### src/rtl/fbc_serial_resolver_if.sv
// ---------------------------------------------------------------------------
// fbc_serial_resolver_if
//   Bundles the operand/start handshake, the result handshake and the result
//   fields of fbc_serial_resolver.
//
//   Handshake semantics (both channels): a transfer happens on a rising clock
//   edge where valid and ready are both 1. A producer holds its payload stable
//   while valid=1 and ready=0. On the start channel the operands are sampled
//   only on the transfer edge. On the result channel GT/LT/EQ/DIFF_INDEX stay
//   stable from the rise of o_RESULT_VALID until the transfer edge.
//
//   Signals
//     i_START_VALID / o_START_READY   start handshake
//     i_OPERAND_A / i_OPERAND_B       operands (DATA_WIDTH bits)
//     o_RESULT_VALID / i_RESULT_READY result handshake
//     o_A_GT_B / o_A_LT_B / o_A_EQ_B  unsigned relation, one-hot while valid
//     o_DIFF_INDEX                    index of the most-significant differing bit
//     o_BUSY                          resolver is scanning or holding a result
//     o_STATE                         FSM state (debug visibility)
//   Modports: master = operand source / result sink, slave = the resolver.
// ---------------------------------------------------------------------------
interface fbc_serial_resolver_if #(
  parameter int DATA_WIDTH = 16
);
  localparam int IDX_W = $clog2(DATA_WIDTH);

  logic                  i_START_VALID;
  logic                  o_START_READY;
  logic [DATA_WIDTH-1:0] i_OPERAND_A;
  logic [DATA_WIDTH-1:0] i_OPERAND_B;
  logic                  o_RESULT_VALID;
  logic                  i_RESULT_READY;
  logic                  o_A_GT_B;
  logic                  o_A_LT_B;
  logic                  o_A_EQ_B;
  logic [IDX_W-1:0]      o_DIFF_INDEX;
  logic                  o_BUSY;
  logic [1:0]            o_STATE;

  modport master (
    output i_START_VALID, i_OPERAND_A, i_OPERAND_B, i_RESULT_READY,
    input  o_START_READY, o_RESULT_VALID, o_A_GT_B, o_A_LT_B, o_A_EQ_B,
           o_DIFF_INDEX, o_BUSY, o_STATE
  );

  modport slave (
    input  i_START_VALID, i_OPERAND_A, i_OPERAND_B, i_RESULT_READY,
    output o_START_READY, o_RESULT_VALID, o_A_GT_B, o_A_LT_B, o_A_EQ_B,
           o_DIFF_INDEX, o_BUSY, o_STATE
  );
endinterface

### src/rtl/fbc_serial_resolver.sv
// ---------------------------------------------------------------------------
// fbc_serial_resolver
//   Sequential unsigned magnitude resolver. Captures two DATA_WIDTH-bit
//   operands on the start handshake, then scans one nibble per cycle from the
//   MSB nibble down. Each nibble's XOR is turned into a one-hot
//   first-difference vector and decoded into GT/LT/EQ plus the bit index of
//   the first difference. The result is presented on a valid/ready channel.
//
//   Ports
//     i_CLK    clock, rising edge
//     i_RST_N  asynchronous active-low reset
//     bus      fbc_serial_resolver_if.slave (handshakes, operands, results)
//
//   Parameter
//     DATA_WIDTH  operand width, multiple of 4 and >= 4 (bus must match)
//
//   Build option
//     FBC_EARLY_EXIT_EN  defined: SCAN ends at the first differing nibble.
//                        undefined: SCAN always visits all nibbles
//                        (constant time); the first difference is latched.
// ---------------------------------------------------------------------------
module fbc_serial_resolver #(
  parameter int DATA_WIDTH = 16
) (
  input  logic                  i_CLK,
  input  logic                  i_RST_N,
  fbc_serial_resolver_if.slave  bus
);
  localparam int N     = DATA_WIDTH / 4;
  localparam int IDX_W = $clog2(DATA_WIDTH);
  localparam int KW    = (N > 1) ? $clog2(N) : 1;
  localparam logic [KW-1:0] K_TOP = KW'(N - 1);

  typedef enum logic [1:0] {
    IDLE = 2'd0,
    SCAN = 2'd1,
    DONE = 2'd2
  } state_t;

  state_t                state_q, state_d;
  logic [DATA_WIDTH-1:0] a_q, b_q;
  logic [KW-1:0]         k_q;
  logic                  valid_q, gt_q, lt_q, eq_q;
  logic [IDX_W-1:0]      idx_q;

  // Current nibble decode
  logic [3:0]            a_nib, x, h;
  logic [1:0]            p;
  logic                  hit_now, a_bit;
  logic [IDX_W-1:0]      idx_now;

  // Result produced by this SCAN cycle (valid when fin=1)
  logic                  fin, fin_gt, fin_lt, fin_eq;
  logic [IDX_W-1:0]      fin_idx;

`ifndef FBC_EARLY_EXIT_EN
  // First difference seen so far in constant-time mode
  logic                  found_q, pend_gt_q;
  logic [IDX_W-1:0]      pend_idx_q;
`endif

  always_comb begin
    a_nib = a_q[{k_q, 2'b00} +: 4];
    x     = a_nib ^ b_q[{k_q, 2'b00} +: 4];
    // One-hot first-difference vector, MSB priority
    h[3]  = x[3];
    h[2]  = ~x[3] & x[2];
    h[1]  = ~x[3] & ~x[2] & x[1];
    h[0]  = ~x[3] & ~x[2] & ~x[1] & x[0];
    p     = 2'd0;
    if (h[3])      p = 2'd3;
    else if (h[2]) p = 2'd2;
    else if (h[1]) p = 2'd1;
    hit_now = |h;
    a_bit   = a_nib[p];
    // 4k+p is the concatenation {k, p}
    idx_now = IDX_W'({k_q, p});
  end

  always_comb begin
    state_d = state_q;
    fin     = 1'b0;
    fin_gt  = 1'b0;
    fin_lt  = 1'b0;
    fin_eq  = 1'b0;
    fin_idx = '0;
    case (state_q)
      IDLE: if (bus.i_START_VALID) state_d = SCAN;
      SCAN: begin
`ifdef FBC_EARLY_EXIT_EN
        if (hit_now) begin
          fin     = 1'b1;
          fin_gt  = a_bit;
          fin_lt  = ~a_bit;
          fin_idx = idx_now;
        end else if (k_q == '0) begin
          fin    = 1'b1;
          fin_eq = 1'b1;
        end
`else
        if (k_q == '0) begin
          fin = 1'b1;
          if (found_q) begin
            fin_gt  = pend_gt_q;
            fin_lt  = ~pend_gt_q;
            fin_idx = pend_idx_q;
          end else if (hit_now) begin
            fin_gt  = a_bit;
            fin_lt  = ~a_bit;
            fin_idx = idx_now;
          end else begin
            fin_eq = 1'b1;
          end
        end
`endif
        if (fin) state_d = DONE;
      end
      DONE: if (bus.i_RESULT_READY) state_d = IDLE;
      default: state_d = IDLE;
    endcase
  end

  always_ff @(posedge i_CLK or negedge i_RST_N) begin
    if (!i_RST_N) state_q <= IDLE;
    else          state_q <= state_d;
  end

  always_ff @(posedge i_CLK or negedge i_RST_N) begin
    if (!i_RST_N) begin
      a_q        <= '0;
      b_q        <= '0;
      k_q        <= '0;
      valid_q    <= 1'b0;
      gt_q       <= 1'b0;
      lt_q       <= 1'b0;
      eq_q       <= 1'b0;
      idx_q      <= '0;
`ifndef FBC_EARLY_EXIT_EN
      found_q    <= 1'b0;
      pend_gt_q  <= 1'b0;
      pend_idx_q <= '0;
`endif
    end else begin
      case (state_q)
        IDLE: if (bus.i_START_VALID) begin
          a_q     <= bus.i_OPERAND_A;
          b_q     <= bus.i_OPERAND_B;
          k_q     <= K_TOP;
`ifndef FBC_EARLY_EXIT_EN
          found_q <= 1'b0;
`endif
        end
        SCAN: begin
`ifndef FBC_EARLY_EXIT_EN
          if (!found_q && hit_now) begin
            found_q    <= 1'b1;
            pend_gt_q  <= a_bit;
            pend_idx_q <= idx_now;
          end
`endif
          if (fin) begin
            valid_q <= 1'b1;
            gt_q    <= fin_gt;
            lt_q    <= fin_lt;
            eq_q    <= fin_eq;
            idx_q   <= fin_idx;
          end else begin
            k_q <= k_q - KW'(1);
          end
        end
        DONE: if (bus.i_RESULT_READY) begin
          // Result fields read as zero whenever no result is offered
          valid_q <= 1'b0;
          gt_q    <= 1'b0;
          lt_q    <= 1'b0;
          eq_q    <= 1'b0;
          idx_q   <= '0;
        end
        default: ;
      endcase
    end
  end

  assign bus.o_START_READY  = (state_q == IDLE);
  assign bus.o_BUSY         = (state_q != IDLE);
  assign bus.o_STATE        = state_q;
  assign bus.o_RESULT_VALID = valid_q;
  assign bus.o_A_GT_B       = gt_q;
  assign bus.o_A_LT_B       = lt_q;
  assign bus.o_A_EQ_B       = eq_q;
  assign bus.o_DIFF_INDEX   = idx_q;
endmodule

### src/flat_wrapper.sv
// flat-port wrapper written by rule: the top's interface ports become plain ports
module fbc_serial_resolver_flat 
#(
  parameter int DATA_WIDTH = 16
)
  (i_CLK, i_RST_N, bus_i_START_VALID, bus_i_OPERAND_A, bus_i_OPERAND_B, bus_i_RESULT_READY, bus_o_START_READY, bus_o_RESULT_VALID, bus_o_A_GT_B, bus_o_A_LT_B, bus_o_A_EQ_B, bus_o_DIFF_INDEX, bus_o_BUSY, bus_o_STATE);
  fbc_serial_resolver_if #(.DATA_WIDTH(DATA_WIDTH)) bus_i ();
  input  logic i_CLK;
  input  logic i_RST_N;
  input wire logic [$bits(bus_i.i_START_VALID)-1:0] bus_i_START_VALID;
  input wire logic [$bits(bus_i.i_OPERAND_A)-1:0] bus_i_OPERAND_A;
  input wire logic [$bits(bus_i.i_OPERAND_B)-1:0] bus_i_OPERAND_B;
  input wire logic [$bits(bus_i.i_RESULT_READY)-1:0] bus_i_RESULT_READY;
  output wire logic [$bits(bus_i.o_START_READY)-1:0] bus_o_START_READY;
  output wire logic [$bits(bus_i.o_RESULT_VALID)-1:0] bus_o_RESULT_VALID;
  output wire logic [$bits(bus_i.o_A_GT_B)-1:0] bus_o_A_GT_B;
  output wire logic [$bits(bus_i.o_A_LT_B)-1:0] bus_o_A_LT_B;
  output wire logic [$bits(bus_i.o_A_EQ_B)-1:0] bus_o_A_EQ_B;
  output wire logic [$bits(bus_i.o_DIFF_INDEX)-1:0] bus_o_DIFF_INDEX;
  output wire logic [$bits(bus_i.o_BUSY)-1:0] bus_o_BUSY;
  output wire logic [$bits(bus_i.o_STATE)-1:0] bus_o_STATE;
  assign bus_i.i_START_VALID = bus_i_START_VALID;
  assign bus_i.i_OPERAND_A = bus_i_OPERAND_A;
  assign bus_i.i_OPERAND_B = bus_i_OPERAND_B;
  assign bus_i.i_RESULT_READY = bus_i_RESULT_READY;
  assign bus_o_START_READY = bus_i.o_START_READY;
  assign bus_o_RESULT_VALID = bus_i.o_RESULT_VALID;
  assign bus_o_A_GT_B = bus_i.o_A_GT_B;
  assign bus_o_A_LT_B = bus_i.o_A_LT_B;
  assign bus_o_A_EQ_B = bus_i.o_A_EQ_B;
  assign bus_o_DIFF_INDEX = bus_i.o_DIFF_INDEX;
  assign bus_o_BUSY = bus_i.o_BUSY;
  assign bus_o_STATE = bus_i.o_STATE;
  fbc_serial_resolver #(.DATA_WIDTH(DATA_WIDTH)) u_core (.i_CLK(i_CLK), .i_RST_N(i_RST_N), .bus(bus_i));
endmodule
### config.mk
export PLATFORM = sky130hd
export DESIGN_NAME = fbc_serial_resolver_flat
export DESIGN_NICKNAME = d
export VERILOG_FILES = /design/src/rtl/fbc_serial_resolver_if.sv /design/src/rtl/fbc_serial_resolver.sv /design/src/flat_wrapper.sv
export SDC_FILE = /design/constraint.sdc
export NUM_CORES = 1
export LEC_CHECK = 0
export ABC_AREA = 1
export CAP_MARGIN = 20
export CORE_MARGIN = 2
export CORE_UTILIZATION = 40
export DETAILED_ROUTE_END_ITERATION = 8
export SETUP_SLACK_MARGIN = 0.2
export SLEW_MARGIN = 20
export SYNTH_ARGS = -nofsm -noshare
export SYNTH_HDL_FRONTEND = slang
export SYNTH_SLANG_ARGS = --single-unit
### constraint.sdc
create_clock -name i_CLK -period 2.3 [get_ports i_CLK]
set_input_delay 0.575 -clock i_CLK [delete_from_list [all_inputs] [get_ports i_CLK]]
set_output_delay 0.575 -clock i_CLK [all_outputs]
set_load 0.1 [all_outputs]
### Word level (Yosys, flattened, before mapping)

Cells that the tools add are included.

* input bits: 36
* logic and storage cells: 91
* register bits: 50

* eq/ne operators: 8
* reduce and logical (&&, ||, !) cells: 14
* add/subtract/negate cells: 1
* mux-type cells: 42
* $lt $le $gt $ge: 1
* shift operators: 2
* bitwise logic cells: 11

Operators by type and width (number)
* $shiftx 16x5->4: 2
* $mux 1: 21
* $mux 4: 5
* $mux 2: 7
* $reduce_and 3->1: 4
* $pmux 1 s2: 5
* $pmux 4 s2: 1
* $ne 2x1->1 const B: 3
* $ne 2x2->1 const B: 3
* $pmux 2 s3: 1
* $reduce_bool 2->1: 3
* $and 1x1->1: 5
* $not 1->1: 5
* $logic_not 2->1: 2
* $pmux 2 s2: 1
* $reduce_and 2->1: 2
* $reduce_or 4->1: 1
* $xor 4x4->4: 1
* $lt 2x3->1 const B: 1
* $bmux 1 s2: 1
* $eq 2x1->1 const B: 1
* $eq 2x2->1 const B: 1
* $sub 2x1->2 const B: 1
* $logic_and 1x1->1: 1
* $logic_not 1->1: 1

### Logic depth before layout (Yosys ltp)

Gate-level depths: netlist of run 1.

* depth in word-level cells: 16
* depth in mapped cells: 18
* mapped depth without buffers: 16

### Worst setup path after synthesis of run 1

No wires, ideal clock.

* kind: register to output
* start point: register u_core.state_q[0] (netlist: u_core.bus.o_STATE[0])
* end point: output port bus_o_BUSY
* data required time: 1.725 ns
* cell stages (with the launch flop): 3
* data arrival time: 3.182 ns
* buffers on the path: 0
* path slack: -1.457 ns
* path through: dfrtp_1 nor2_1 inv_1

* longest elaborated chain between the ends: 1

Ends and longest elaborated chain
* start: declaration: line fbc_serial_resolver.sv:40 `state_t state_q, state_d;`
* start signal: assignment: line fbc_serial_resolver.sv:125 `else state_q <= state_d;`
* $reduce_bool 2->1: line fbc_serial_resolver.sv:185 `assign bus.o_BUSY = (state_q != IDLE);`
* end: declaration: line flat_wrapper.sv:20 `output wire logic [$bits(bus_i.o_BUSY)-1:0] bus_o_BUSY;`

Every way passes these cells.

### Final worst setup path of run 1

* start point: register u_core.k_q[0]
* end point: register u_core.pend_idx_q[1]

* longest elaborated chain between the ends: 9
* elaborated cells between the ends (all ways): 16
* those cells by class: shift (2); mux (2); bitwise (9); reduce/logical (3)

Ends and longest elaborated chain
* start: declaration: line fbc_serial_resolver.sv:42 `logic [KW-1:0] k_q;`
* start signal: assignment: line fbc_serial_resolver.sv:168 `k_q <= k_q - KW'(1);`
* $shiftx 16x5->4 (on tied branches): line fbc_serial_resolver.sv:63, fbc_serial_resolver.sv:64
* $xor 4x4->4 (*): line fbc_serial_resolver.sv:64 `x = a_nib ^ b_q[{k_q, 2'b00} +: 4];`
* $not 1->1 (on tied branches): line fbc_serial_resolver.sv:67, fbc_serial_resolver.sv:68, fbc_serial_resolver.sv:69
* $and 1x1->1: line fbc_serial_resolver.sv:68, fbc_serial_resolver.sv:69
* $and 1x1->1 (2 in series): line fbc_serial_resolver.sv:69 `h[0] = ~x[3] & ~x[2] & ~x[1] & x[0];`
* $reduce_or 4->1: line fbc_serial_resolver.sv:74 `hit_now = |h;`
* $logic_and 1x1->1: line fbc_serial_resolver.sv:155 `if (!found_q && hit_now) begin`
* $reduce_and 2->1 (no source line)
* end signal: assignment: line fbc_serial_resolver.sv:158 `pend_idx_q <= idx_now;`
* end: declaration: line fbc_serial_resolver.sv:59 `logic [IDX_W-1:0] pend_idx_q;`

Every way passes the cells marked *; elsewhere a longest branch is shown, timed or not.
A chain may end at the register's enable or synchronous reset.

==> impl_metrics.json, run 1 <==
{
  "globalRouteOverflowTotal": 0,
  "synth_fp_nets": 367,
  "drv_slew": 0,
  "p_per_area_nw_per_um2": 1640,
  "avgSynthCellArea_um2": 7.60,
  "synthCells": 330,
  "nets": 416,
  "fin_skew_ps": 10.0,
  "leakage_nw": 1.64,
  "cts_buffer_depth": 2,
  "status": "complete, no violations",
  "cap_violations": 0,
  "worstSetupEndpointType": "flip-flop",
  "drt_iter0_drc": 72,
  "root_buffer": "clkbuf_8",
  "synth_common_cells": "nand2_1 (187), dfrtp_1 (50), nand3_1 (17), inv_1 (13), nand2_2 (12)",
  "crit_chain": "buf_4 > nand2_1 > nand2_1 > nand2_1 > nand2_1 > nand2_1 > nand2_2 > nand2_4 > nor2_4 > nor2_8 > nand2_8 > nand2_2 > o21a_1",
  "remaining_drc_errors": 0,
  "arrival_ps": 2110,
  "timing.slew.headroom_pct": 71.4,
  "crit_path_frequent_cell": "nand2_1",
  "grt_antenna_before_repair": 0,
  "syn_to_final_growth_pct": 25.1,
  "row_count": 28,
  "clk_latency_ps": 300,
  "place_ws_ps": 330,
  "yosysMostFrequentCell": "nand2_1",
  "period_minus_slack_ps": 1920,
  "yosysUniqueCellTypes": 29,
  "vias": 2041,
  "yosysWarnings": 0,
  "setup_viol": 0,
  "start_util_pct": 41.9,
  "synthTopCellsByArea": "dfrtp_1 (50%), nand2_1 (28%), nand3_1 (3.4%)",
  "cts_tree": "built",
  "setup_ws_ps": 381,
  "period_share_pct": 83.4,
  "cts_sinks": 50,
  "start_kind": "flip-flop",
  "htree_levels": 2,
  "grt_pass1_wl_um": 9370,
  "syn-cell-area_um2": 2510,
  "cp_max_fo": 10,
  "wl_um": 5080,
  "synth_edf_count": 0,
  "clk_pin_slew_ps": 90,
  "grt_pass1_vias": 2020,
  "synth_top_area_share_pct": 49.9,
  "min_path_type": "input port to async pin",
  "max_stage_delay_ps": 540,
  "num-fill-cells": 592,
  "die_y_um": 83.2,
  "max_clock_freq_ghz": 0.521,
  "crit_slowest_cell": "dfrtp_1",
  "num_antenna_cells": 0,
  "worstMarginPinSlew_ps": 428,
  "rsz0062_at_grt": "false",
  "port_buffers": 47,
  "hold_violations": 0,
  "ys_seq_area_share_pct": 49.9,
  "first_pass_iters": 4,
  "holdWs_ps": 108,
  "ys.flop_type": "dfrtp_1",
  "total_power_mw": 5.15,
  "wl_per_cell_um": 11.2,
  "post-dp-hpwl_um": 3780,
  "post_cts_buffers": 0,
  "ios": 48,
  "route.antenna.remaining_nets": 0,
  "ir_drop_mv": 1.03,
  "die_w_um": 83.2,
  "coreArea_um2": 5990,
  "grt_max_degree": 32,
  "drive_gt1_share_pct": 14.7,
  "synth_area_leader_cell": "dfrtp_1",
  "grt_use_total_pct": 16.5,
  "async_flop_share_pct": 100,
  "finalWeightedCongestion": 0.808,
  "crit_type": "flip-flop to flip-flop",
  "ys_seq_elements": 50,
  "crit_required_ps": 2490,
  "die_area_um2": 6920,
  "vias_per_cell": 4.49,
  "cts_buffers": 5
}
==> layer usage <==
metal / wire length [um] / up-vias / global-route usage, % / share of wire, %
met4: 70 / 0 / 4.92 / 1.4
li1: - / 1109 / - / -
met1: 2510 / 884 / 22.3 / 49
met5: 0 / - / 0 / 0
met2: 2290 / 43 / 26.5 / 45
met3: 213 / 5 / 3.68 / 4.2
==> worst paths after layout <==
check / cells after the start / start / to / slack, ps
max: 13 / u_core.k_q[0]$_DFFE_PN0P_ / u_core.pend_idx_q[1]$_DFFE_PN0P_ / 380
min: 1 / i_RST_N / u_core.a_q[3]$_DFFE_PN0P_ / 110
max reg2reg: 13 / u_core.k_q[0]$_DFFE_PN0P_ / u_core.pend_idx_q[1]$_DFFE_PN0P_ / 380
min reg2reg: 2 / u_core.bus.o_RESULT_VALID$_DFFE_PN0P_ / u_core.bus.o_RESULT_VALID$_DFFE_PN0P_ / 480
max in group asynchronous: 2 / i_RST_N / u_core.b_q[9]$_DFFE_PN0P_ / 1640
min in group i_CLK: 2 / u_core.bus.o_RESULT_VALID$_DFFE_PN0P_ / u_core.bus.o_RESULT_VALID$_DFFE_PN0P_ / 480
==> sequential cells by signal, summed over array words and instances, names as in the netlist <==
name	cells
u_core.a_q	16
u_core.b_q	16
u_core.bus.o_A_EQ_B	1
u_core.bus.o_A_GT_B	1
u_core.bus.o_A_LT_B	1
u_core.bus.o_DIFF_INDEX	4
u_core.bus.o_RESULT_VALID	1
u_core.bus.o_STATE	2
u_core.found_q	1
u_core.k_q	2
u_core.pend_gt_q	1
u_core.pend_idx_q	4
==> cell type report <==
class                           instances  area, um^2  area share, %
Tap cell                               75        93.8           2.99
Multi-Input combinational cell        249        1110           35.5
Clock inverter                          3        21.3          0.678
Clock buffer                            5        68.8           2.19
Timing Repair Buffer                   55         508           16.2
Sequential cell                        50        1260           40.0
Inverter                               18        76.3           2.43
==> worst max-delay path: cells and delay by family, from the launching register on <==
family,cells,cell delay (ps)
flip-flops,1,540
buffers and inverters,1,220
AO/OA/AOI/OAI,1,90
AND/OR/NAND/NOR,11,950
==> kinds of logic after synthesis <==
family	synth area share, %
XOR/XNOR	0.349
AO/OA/AOI/OAI	3.94
buffers and inverters	6.03
adder cells (fa/ha/maj)	0.898
AND/OR/NAND/NOR	38.9
flip-flops	49.9
==> timing repair <==
item	in CTS	in global routing
gates resized for setup	0	1
hold buffers	0	0
setup endpoints to repair	0	6
==> cell usage in the layout, fill, tap and decap left out, types with 5 or more instances in the layout <==
master           instances
inv_1                   12
clkdlybuf4s50_1         34
clkbuf_8                 5
dfrtp_1                 48
o21ai_0                  9
buf_4                   19
nand2_1                187
nand2_2                 12
nand3_1                 17
==> per-stage QoR <==
| step | setup TNS (ps) | std cells | area, um^2 | util (%) |
|---|---|---|---|---|
| 6_report | 0 | 455 | 3140 | 52.4 |
| 4_1_cts | 0 | 455 | 3140 | 52.3 |
| 2_1_floorplan | -146 | 330 | 2520 | - |
| 3_5_place_dp | 0 | 447 | 3050 | 50.8 |
| 3_3_place_gp | 0 | 447 | 3050 | 50.8 |
| 5_1_grt | 0 | 455 | 3140 | 52.4 |
==> power breakdown <==
part           total (mW)  switching (mW)  internal [mW]
combinational        3.05            2.11          0.949
clock               0.507           0.293          0.214
sequential           1.59           0.282           1.30
total                5.15            2.68           2.47
No activity file was read; power rests on OpenSTA's default activity.
==> inputs of run 2 (changes only) <==
- PLACE_DENSITY: unset -> 0.67
- clock period: 2.3 -> 1.7 ns (I/O delays scaled with it)
==> impl_metrics.json, run 2 (same netlist as run 1, synthesis figures left out) <==
{
  "startpoint": "u_core.k_q[0]$_DFFE_PN0P_",
  "port_buffers": 47,
  "status": "finished with violations",
  "remaining_drc_errors": 0,
  "mostFrequentLayoutCells": "nand2_1 (181), dfrtp_1 (47), clkdlybuf4s50_1 (34)",
  "top_regs": "u_core.a_q (16), u_core.b_q (16)",
  "reg2reg_to": "u_core.pend_idx_q[1]$_DFFE_PN0P_",
  "setup_viol": 5,
  "max_clock_freq_ghz": 0.576,
  "clk_latency_ps": 300,
  "crit_type": "flip-flop to flip-flop",
  "fin_skew_ps": 3.58,
  "timing.slew.headroom_pct": 71.5,
  "grt_pass1_wl_um": 9760,
  "endpoint": "u_core.pend_idx_q[1]$_DFFE_PN0P_",
  "die_area_um2": 6920,
  "drt_iter0_drc": 77,
  "wl_per_cell_um": 11.5,
  "rsz0062_at_grt": "true",
  "clk_pin_slew_ps": 90,
  "cts_buffers": 5,
  "worstMarginPinSlew_ps": 427,
  "finalWeightedCongestion": 0.840,
  "die_w_um": 83.2,
  "vias": 2191,
  "pwr-share-clk_pct": 10.2,
  "place_ws_ps": -51.1,
  "total_power_mw": 8.17,
  "crit_slowest_cell": "dfrtp_2",
  "leakage_nw": 1.79,
  "num-fill-cells": 558,
  "worstSetupEndpointType": "flip-flop",
  "num_antenna_cells": 0,
  "route.antenna.remaining_nets": 0,
  "crit_chain": "buf_6 > nand2_1 > nand3_2 > nand2_1 > nand3_2 > nand2_2 > inv_2 > nand2_2 > nor2_4 > nor2_8 > nand2_8 > o21a_1",
  "cts_sinks": 50,
  "globalRouteOverflowTotal": 0,
  "cts_tree": "built",
  "power_frac_seq_pct": 27.3,
  "root_buffer": "clkbuf_8",
  "grt_antenna_before_repair": 0,
  "regArea_um2": 1260,
  "ir_drop_mv": 1.71,
  "p_per_area_nw_per_um2": 2340,
  "cts_buffer_depth": 2,
  "cap_violations": 0,
  "r2r-start": "u_core.k_q[0]$_DFFE_PN0P_",
  "ios": 48,
  "coreArea_um2": 5990,
  "drv_slew": 0,
  "grt_max_degree": 51,
  "post-dp-hpwl_um": 3850,
  "drive_gt1_share_pct": 21.5,
  "fin_setup_tns_ps": -90.1,
  "die_y_um": 83.2,
  "rrSetupSlack_ps": -40,
  "arrival_ps": 1940,
  "row_count": 28,
  "period_minus_slack_ps": 1740,
  "first_pass_iters": 4,
  "grt_use_total_pct": 17.0,
  "period_share_pct": 102,
  "final_common_cell": "nand2_1",
  "p_sw_share_pct": 48.5,
  "worstRegToRegCells": 12,
  "hold_violations": 0,
  "cp_max_fo": 6,
  "syn_to_final_growth_pct": 39.4,
  "max_stage_delay_ps": 480,
  "multi_input_area_um2": 1180,
  "p_switching_mw": 3.96,
  "wl_um": 5360,
  "min_path_type": "input port to async pin",
  "violations": "setup timing",
  "start_kind": "flip-flop",
  "vias_per_cell": 4.70,
  "nets": 427,
  "power.internal_mw": 4.21,
  "setup_ws_ps": -36.3,
  "grt_pass1_vias": 2318,
  "start_util_pct": 41.9,
  "htree_levels": 2,
  "crit_required_ps": 1900,
  "comb_power_share_pct": 62.6
}
run 2: cell types whose count changed in the layout (fill, tap and decap cells not counted), moves of 4 or more:
cell and delta:
nand2_2 +6, buf_4 -9, nand3_2 +6, nand2_1 -6
buf_6 +5, buf_12 +14, nand3_1 -6, inv_1 -4
run 2: power groups by stage:
stage | clock [mW] | combinational (mW) | sequential (mW)
after floorplan | 0 | 2.84 | 2.81
after global placement | 0 | 4.81 | 2.23
after detailed placement | 0 | 4.91 | 2.25
after CTS | 0.853 | 5.09 | 2.23
after global routing | 0.893 | 5.62 | 2.30
final | 0.830 | 5.11 | 2.23
run 2: worst min-delay path by stage:
stage,end,depth (start not counted)
detailed placement,u_core.a_q[11]$_DFFE_PN0P_,2
CTS,u_core.a_q[11]$_DFFE_PN0P_,2
floorplan,u_core.a_q[0]$_DFFE_PN0P_,0
finish,u_core.a_q[11]$_DFFE_PN0P_,2
global route,u_core.a_q[6]$_DFFE_PN0P_,2
global placement,u_core.a_q[11]$_DFFE_PN0P_,2
run 2: critical path, delay by kind of cell (launching register included):
kind	cells	cell delay, ps
flip-flops	1	480
AO/OA/AOI/OAI	1	160
AND/OR/NAND/NOR	9	810
buffers and inverters	2	190
run 2: cell type report:
cell class	count	share of cell area [%]
Sequential cell	50	36.0
Multi-Input combinational cell	250	33.7
Timing Repair Buffer	65	22.2
Tap cell	75	2.68
Inverter	18	2.33
Clock buffer	7	2.18
Clock inverter	1	0.859
run 2: repair_timing:
item	in CTS	in global routing
setup buffers	2	1
gates resized for setup	13	4
hold buffers	0	0
endpoints found under the setup margin	17	19
pin swaps	4	1
gates cloned	2	0
run 2: metrics by stage:
stage          area (um^2)  hold slack (ps)  cells  utilization (%)
6_report              3500             83.6    466             58.4
5_1_grt               3500              112    466             58.4
4_1_cts               3470              104    465             58.0
3_5_place_dp          3300              433    453             55.2
3_3_place_gp          3300              434    453             55.2
2_1_floorplan         2570              129    330                -
run 2: routing by layer:
| layer | part of all wire (%) | wire, um | global-route usage [%] |
|---|---|---|---|
| met1 | 45 | 2420 | 20.3 |
| met2 | 49 | 2640 | 29.7 |
| met3 | 4.3 | 231 | 4.17 |
| met4 | 1.2 | 65 | 5.96 |
| met5 | 0 | 0 | 0 |
